`src/rtl/neuron_pkg.sv`:
```
// Shared definitions for the serial hidden-layer neuron.
//   W       : width of samples, weights, products and the sigmoid output
//   SUMA_W  : magnitude width presented to Sigmoid_LUT
//   stanje_e: FSM state encoding of the serial MAC
//   sm_sign / sm_mag : field helpers for sign-magnitude weights
package neuron_pkg;

  localparam int W      = 16;
  localparam int SUMA_W = 22;

  typedef enum logic [1:0] {
    S_IDLE  = 2'd0,
    S_MAC   = 2'd1,
    S_ZNAK  = 2'd2,
    S_IZLAZ = 2'd3
  } stanje_e;

  // Sign-magnitude weight: bit W-1 is the sign (1 = negative), the rest is magnitude.
  function automatic logic sm_sign(input logic [W-1:0] v);
    return v[W-1];
  endfunction

  function automatic logic [W-2:0] sm_mag(input logic [W-1:0] v);
    return v[W-2:0];
  endfunction

endpackage

```
`src/rtl/neuron_serijski_mac_sigmoid_lut.sv`:
```
// Sigmoid_LUT: combinational sigmoid of a sign-magnitude sum.
//   suma         in  SUMA_W  |sum|, fixed point with 16 fractional bits
//   predznak     in  1       sign of the sum (1 = negative)
//   vjerojatnost out W       probability, unsigned Q0.16
// The positive half is a 16-entry table of sigmoid(i * 0.5), i = 0..15,
// indexed by suma in steps of 0.5; anything past 7.5 uses the last entry.
// The negative half uses the symmetry sigmoid(-x) = 1 - sigmoid(x).
module Sigmoid_LUT
  import neuron_pkg::*;
(
  input  logic [SUMA_W-1:0] suma,
  input  logic              predznak,
  output logic [W-1:0]      vjerojatnost
);

  localparam int SEG_SHIFT = 15;               // one table step = 0.5
  localparam int SEG_W     = SUMA_W - SEG_SHIFT;

  logic [SEG_W-1:0] seg_raw;
  logic [3:0]       seg;
  logic [W-1:0]     poz;

  always_comb begin
    // NOTE: every output of a combinational block gets a default first, so
    // no path through the block leaves it unassigned and no latch is inferred.
    poz     = 16'h8000;
    seg_raw = SEG_W'(suma >> SEG_SHIFT);
    seg     = (|seg_raw[SEG_W-1:4]) ? 4'd15 : seg_raw[3:0];
    unique case (seg)
      4'd0:  poz = 16'h8000;
      4'd1:  poz = 16'h9F59;
      4'd2:  poz = 16'hBB27;
      4'd3:  poz = 16'hD14D;
      4'd4:  poz = 16'hE17D;
      4'd5:  poz = 16'hEC94;
      4'd6:  poz = 16'hF3DC;
      4'd7:  poz = 16'hF87F;
      4'd8:  poz = 16'hFB65;
      4'd9:  poz = 16'hFD29;
      4'd10: poz = 16'hFE49;
      4'd11: poz = 16'hFEF5;
      4'd12: poz = 16'hFF5E;
      4'd13: poz = 16'hFF9E;
      4'd14: poz = 16'hFFC4;
      4'd15: poz = 16'hFFDC;
    endcase
    // 1 - p in Q0.16 is the two's complement of p modulo 2^16.
    vjerojatnost = predznak ? (~poz + W'(1)) : poz;
  end

endmodule

```
`src/rtl/neuron_serijski_mac.sv`:
```
// neuron_serijski_mac: time-multiplexed hidden-layer neuron.
// One sign-magnitude multiply-accumulate per cycle over N_ULAZA samples,
// weights held in a run-time writable register file, result passed through
// Sigmoid_LUT.
//   clk, rst                 clock, synchronous active-high reset
//   uzorak / _valid / _ready sample vector in, accepted on valid && ready
//   tez_we/tez_addr/tez_data weight write port (sign-magnitude weight)
//   izlaz / izlaz_valid      sigmoid output, one-cycle valid pulse
//   suma / predznak          debug: clipped |sum| and sign of the last result
// Timing: accept at cycle 0 -> izlaz_valid at cycle N_ULAZA+2; next accept
// possible at N_ULAZA+3. W and SUMA_W come from neuron_pkg because
// Sigmoid_LUT is built for them. N_ULAZA must be at least 2.
module neuron_serijski_mac
  import neuron_pkg::*;
#(
  parameter  int N_ULAZA = 60,
  parameter  int P_FRAC  = 15,
  parameter  int ACC_W   = 24,
  localparam int IDX_W   = $clog2(N_ULAZA)
) (
  input  logic                 clk,
  input  logic                 rst,
  input  logic [N_ULAZA*W-1:0] uzorak,
  input  logic                 uzorak_valid,
  output logic                 uzorak_ready,
  input  logic                 tez_we,
  input  logic [IDX_W-1:0]     tez_addr,
  input  logic [W-1:0]         tez_data,
  output logic [W-1:0]         izlaz,
  output logic                 izlaz_valid,
  output logic [SUMA_W-1:0]    suma,
  output logic                 predznak
);

  localparam logic [IDX_W-1:0]    IDX_LAST = IDX_W'(N_ULAZA - 1);
  localparam logic signed [ACC_W:0] ACC_MAX = {2'b00, {(ACC_W-1){1'b1}}};
  localparam logic signed [ACC_W:0] ACC_MIN = {2'b11, {(ACC_W-1){1'b0}}};
  localparam logic [ACC_W:0]      SUMA_MAX = {{(ACC_W+1-SUMA_W){1'b0}}, {SUMA_W{1'b1}}};

  stanje_e                 stanje_q, stanje_d;
  logic [IDX_W-1:0]        idx_q, idx_d;
  logic signed [ACC_W-1:0] acc_q, acc_d;
  logic [N_ULAZA*W-1:0]    uzorak_q;
  logic [W-1:0]            tez_q [N_ULAZA];
  logic [SUMA_W-1:0]       suma_q, suma_d;
  logic                    predznak_q, predznak_d;
  logic [W-1:0]            izlaz_q, izlaz_d;
  logic                    izlaz_valid_q, izlaz_valid_d;

  logic                    prihvat;
  logic [W-1:0]            x_k, w_k, p_k;
  logic [2*W-2:0]          proizvod;
  logic signed [ACC_W:0]   acc_ext, p_ext, zbroj, acc_sat;
  logic [ACC_W:0]          modul;
  logic [SUMA_W-1:0]       suma_klip;
  logic [W-1:0]            lut_izlaz;

  assign uzorak_ready = (stanje_q == S_IDLE);
  assign prihvat      = uzorak_valid && (stanje_q == S_IDLE);

  // Single shared multiplier and saturating accumulator.
  always_comb begin
    x_k      = uzorak_q[idx_q*W +: W];
    w_k      = tez_q[idx_q];
    proizvod = {{W{1'b0}}, sm_mag(w_k)} * {{(W-1){1'b0}}, x_k};
    p_k      = W'(proizvod >> P_FRAC);
    acc_ext  = {acc_q[ACC_W-1], acc_q};
    p_ext    = {{(ACC_W+1-W){1'b0}}, p_k};
    zbroj    = sm_sign(w_k) ? (acc_ext - p_ext) : (acc_ext + p_ext);
    // One guard bit makes overflow visible, so clamp instead of wrapping.
    if (zbroj > ACC_MAX)      acc_sat = ACC_MAX;
    else if (zbroj < ACC_MIN) acc_sat = ACC_MIN;
    else                      acc_sat = zbroj;
    // Negating in ACC_W+1 bits keeps |most-negative| representable.
    modul     = acc_q[ACC_W-1] ? -acc_ext : acc_ext;
    suma_klip = (modul > SUMA_MAX) ? {SUMA_W{1'b1}} : modul[SUMA_W-1:0];
  end

  Sigmoid_LUT u_sigmoid (
    .suma         (suma_q),
    .predznak     (predznak_q),
    .vjerojatnost (lut_izlaz)
  );

  always_comb begin
    stanje_d      = stanje_q;
    idx_d         = idx_q;
    acc_d         = acc_q;
    suma_d        = suma_q;
    predznak_d    = predznak_q;
    izlaz_d       = izlaz_q;
    izlaz_valid_d = 1'b0;
    unique case (stanje_q)
      S_IDLE: begin
        if (prihvat) begin
          stanje_d = S_MAC;
          idx_d    = '0;
          acc_d    = '0;
        end
      end
      S_MAC: begin
        acc_d = acc_sat[ACC_W-1:0];
        if (idx_q == IDX_LAST) stanje_d = S_ZNAK;
        else                   idx_d    = idx_q + IDX_W'(1);
      end
      S_ZNAK: begin
        predznak_d = acc_q[ACC_W-1];
        suma_d     = suma_klip;
        stanje_d   = S_IZLAZ;
      end
      S_IZLAZ: begin
        izlaz_d       = lut_izlaz;
        izlaz_valid_d = 1'b1;
        stanje_d      = S_IDLE;
      end
      default: stanje_d = S_IDLE;
    endcase
  end

  // NOTE: sequential state uses non-blocking assignments so every register
  // samples the pre-edge value of every other register.
  always_ff @(posedge clk) begin
    if (rst) begin
      stanje_q      <= S_IDLE;
      idx_q         <= '0;
      acc_q         <= '0;
      suma_q        <= '0;
      predznak_q    <= 1'b0;
      izlaz_q       <= '0;
      izlaz_valid_q <= 1'b0;
    end else begin
      stanje_q      <= stanje_d;
      idx_q         <= idx_d;
      acc_q         <= acc_d;
      suma_q        <= suma_d;
      predznak_q    <= predznak_d;
      izlaz_q       <= izlaz_d;
      izlaz_valid_q <= izlaz_valid_d;
    end
  end

  // NOTE: the weight file must read as zero after reset, so it is built from
  // resettable flops; the captured sample vector is pure data and is only
  // ever read after a capture, so it carries no reset.
  always_ff @(posedge clk) begin
    if (rst) begin
      for (int k = 0; k < N_ULAZA; k++) tez_q[k] <= '0;
    end else if (tez_we && ({1'b0, tez_addr} < (IDX_W+1)'(N_ULAZA))) begin
      // The MAC read in the same cycle still sees the old weight.
      tez_q[tez_addr] <= tez_data;
    end
  end

  always_ff @(posedge clk) begin
    if (prihvat) uzorak_q <= uzorak;
  end

  assign izlaz       = izlaz_q;
  assign izlaz_valid = izlaz_valid_q;
  assign suma        = suma_q;
  assign predznak    = predznak_q;

endmodule

```
`config.mk`:
```
export PLATFORM = sky130hd
export DESIGN_NAME = neuron_serijski_mac
export DESIGN_NICKNAME = d
export VERILOG_FILES = /design/src/rtl/neuron_pkg.sv /design/src/rtl/neuron_serijski_mac_sigmoid_lut.sv /design/src/rtl/neuron_serijski_mac.sv
export SDC_FILE = /design/constraint.sdc
export NUM_CORES = 2
export LEC_CHECK = 0
export CORE_ASPECT_RATIO = 1.25
export CORE_MARGIN = 8
export CORE_UTILIZATION = 45
export DETAILED_ROUTE_END_ITERATION = 7
export DONT_BUFFER_PORTS = 1
export SETUP_SLACK_MARGIN = 0.02
export SYNTH_ARGS = -nofsm -noshare
export SYNTH_HDL_FRONTEND = slang
export SYNTH_SLANG_ARGS = --single-unit
```
`constraint.sdc`:
```
create_clock -name clk -period 65.2 [get_ports clk]
set_input_delay 16.3 -clock clk [delete_from_list [all_inputs] [get_ports clk]]
set_output_delay 16.3 -clock clk [all_outputs]
set_load 0.01 [all_outputs]
```
==> summary.md <==
| Metric | Value |
|---|---|
| R2r startpoint | `idx_q[0]$_SDFFE_PP0P_` |
| Post-CTS Setup Bufs | `0` |
| Largest family of logic cells by synthesized area | `multiplexers` |
| Dominant cells by area after synthesis | `edfxtp_1 (62%), mux4_2 (14%), and2_1 (6.4%)` |
| Period utilization | `0.3098` |
| Slowest stage delay, CP | `0.91 ns` |
| Share of flip-flops with an asynchronous set or reset | `0` |
| Grt ovf | `0` |
| Number of synthesized flops with an enable pin | `between 1500 and 2000` |
| Share of post-route cells with drive strength above 1 | `0.1877` |
| Worst hold path class | `flip-flop to flip-flop` |
| Drt pass-1 iters | `6` |
| Clk slew on worst S/H paths | `about 0.060 ns` |
| Synth Area in Compound Gates | `0.02703` |
| Main flop type after synthesis | `edfxtp_1` |
| Area Overhead vs Synth | `10.24%` |
| Worst skew pair latency | `0.89 ns` |
| Post-DR wirelength/cell | `32.61 µm` |
| Ys Warns | `0` |
| PortBufs | `0` |
| Hpwl dp | `around 200000 µm` |
| Reg area | `~60000 µm²` |
| Via density | `slightly below 6` |
| Cells along the critical path | `nand2_1, inv_8, buf_4, buf_4, buf_4, buf_4` |
| Row cnt | `189` |
| RSZ-0062 raised after global routing | `no` |
| Yosys top cell by area | `edfxtp_1` |
| PostCTS Resize Cnt | `0` |
| Starting Density | `0.4521` |
| Setup-failing EPs final | `0` |
| Largest net degree at the start of global routing | `roughly 190` |
| 1st-iter DRT viols | `5220` |
| Final hold vios | `0` |
| Core area | `between 200000 and 250000 µm²` |
| Post-synthesis sequential area ratio | `0.6375` |
| CTS tree | `built` |
| Vias in the first global route | `between 50000 and 60000` |
| Initial antenna violation count | `175` |
| Post-DRT Antenna Nets | `0` |
| Worst-path fanout max | `between 100 and 150` |
| Post-synthesis simple-gate area fraction | `0.09762` |
| Outcome | `finished, final reports clean` |
| Hold-fix buffers, CTS | `0` |
| Post-synth cell types | `83` |
| Number of remaining DRC errors | `0` |
| Fill count | `about 17000` |
| Final WL | `roughly 290000 µm` |
| Multi-input gate area | `32560 µm²` |
| Syn Area/Cell | `16.50 µm²` |
| Met2 wire len | `around 150000 µm` |
| Synthesized cell area | `approximately 96000 µm²` |
| CTS Buf Count | `210` |
| Max-cap check violation count | `0` |
| Fin. max-slew vios | `0` |
| Clock skew | `around 0.08 ns` |
| Mapped Cells | `between 5000 and 6000` |
| WL met1 | `~110000 µm` |
| CP startpoint kind | `input port` |
| Slowest CP cell | `buf_4` |
| First-pass GRT wire length | `between 300000 and 400000 µm` |
| Arrival time worst endpoint | `20.65 ns` |
| HP Start | `acc_q[0]$_SDFFE_PP0P_` |
| Die Span X | `428.9 µm` |
| Gp weighted congestion | `0.8968` |
| Clk buf depth | `4` |
| Post-synthesis mux area share | `0.1506` |
| Highest metal used | `met5` |
| Final #Nets | `~7100` |
| H-tree Lvls | `4` |
| # IOs | `between 1000 and 1500` |
| Crit. Startpoint | `uzorak_valid` |
| Worst Tran Pin Value | `approximately 1.1 ns` |
| CTS Sinks | `~2100` |
| Slew HR | `0.2383` |
| FMAX | `0.04951 GHz` |
| Die Ht | `approximately 530 µm` |
| Synth top area share | `0.6213` |
| Total track usage | `0.2441` |
| Min Clock Period, post-route | `between 20 and 25 ns` |
| Met3 WL post-DR | `22870 µm` |
| Root Driver | `clkbuf_16` |
| Via count | `51410` |
| Worst EP required | `65.65 ns` |
| Post-Synth XOR/XNOR Area | `0.007306` |
| FF+latch count, synth | `slightly above 2000` |
| Worst setup EP type | `flip-flop` |
| Critical path class | `input port to flip-flop` |
| Adder and majority gate portion of the synthesized area | `0.05441` |
| Most used cell, CP | `buf_4` |
| Die area | `~230000 µm²` |
| Setup TNS Final | `0 ns` |
-- layer usage --
metal,up-vias,global-route usage
met1,26860,0.3035
met5,-,0
met3,530,0.06089
li1,21860,-
met4,96,0.06352
met2,2071,0.4278
-- worst paths after layout --
kind | end | slack, ns | cells after the start
worst max-delay path | uzorak_q[894]$_DFFE_PP_ | 45.00 | 6
worst min-delay path | acc_q[0]$_SDFFE_PP0P_ | 0.52 | 2
worst max register to register | acc_q[14]$_SDFFE_PP0P_ | 48.74 | 46
worst min register to register | acc_q[0]$_SDFFE_PP0P_ | 0.52 | 2
-- logic make-up (layout without fill, tap and decap cells) --
kind of cell	after synthesis	count (layout)
mux	672	672
fa+ha+maj	309	309
xor+xnor	80	80
simple gates	1682	1682
flops	2062	2062
buf+inv	628	727
compound gates	377	377
other cells	1	122
-- cell usage after synthesis (38+ instances only) --
master / instances
fa_1: 180
mux4_2: 615
or2_2: 69
clkbuf_1: 295
edfxtp_1: 1984
xor2_1: 44
ha_1: 129
nor2_1: 241
nand2_1: 234
a21oi_1: 79
o21ai_0: 67
mux2i_1: 47
buf_1: 59
inv_1: 245
a21o_1: 38
and2_1: 978
dfxtp_1: 78
-- worst max-delay path, delay by kind of cell --
family | cells | cell delay [ns]
buffers and inverters | 5 | 3.74
AND/OR/NAND/NOR | 1 | 0.20
-- state kept, by name (all words and copies together), names as in the netlist, named ones only --
register	cells
idx_q	6
izlaz	16
izlaz_valid	1
suma	22
tez_q	1024
acc_q	24
predznak	1
stanje_q	2
uzorak_q	960
-- cell type report --
class,count,share of cell area
Sequential cell,2062,0.5786
Multi-Input combinational cell,3184,0.3080
Tap cell,2769,0.03277
Clock buffer,256,0.05215
Timing Repair Buffer,103,0.008380
Clock inverter,121,0.009871
Antenna cell,58,0.001373
Inverter,247,0.008865
-- metrics by stage --
step	utilization	instance area (µm²)	setup slack, ns	hold slack [ns]	instances
floorplan	-	96130	29.06	0.4586	5874
global placement	0.4668	99020	44.27	0.4914	8365
detailed placement	0.4668	99020	44.16	0.5224	8365
CTS	0.4977	105600	45.09	0.5307	8742
global route	0.4980	105600	44.80	0.5472	8770
finish	0.4984	105700	45.00	0.5232	8800
-- cells in the final DEF, fill, tap and decap left out, drive strengths merged, types with 10 or more instances in the layout --
master    instances
xnor2            36
a21o             38
dfxtp            78
a31oi            11
o22ai            15
clkinvlp         10
xor2             44
nor2b            29
clkbuf          256
mux4            615
a21oi            80
edfxtp         1984
mux2i            49
o21a             15
inv             255
nor2            241
bufinv           16
buf             103
o211ai           31
or3              11
o21ai            75
nor3             18
conb             64
a221oi           12
and2            978
clkinv           87
or2              69
a211oi           36
nand2b           21
o31ai            12
fa              180
nand3            24
ha              129
diode            58
nand2           234
Power is not shown: default switching activity piles up to over one toggle a cycle in this logic, so the estimate is an artifact.
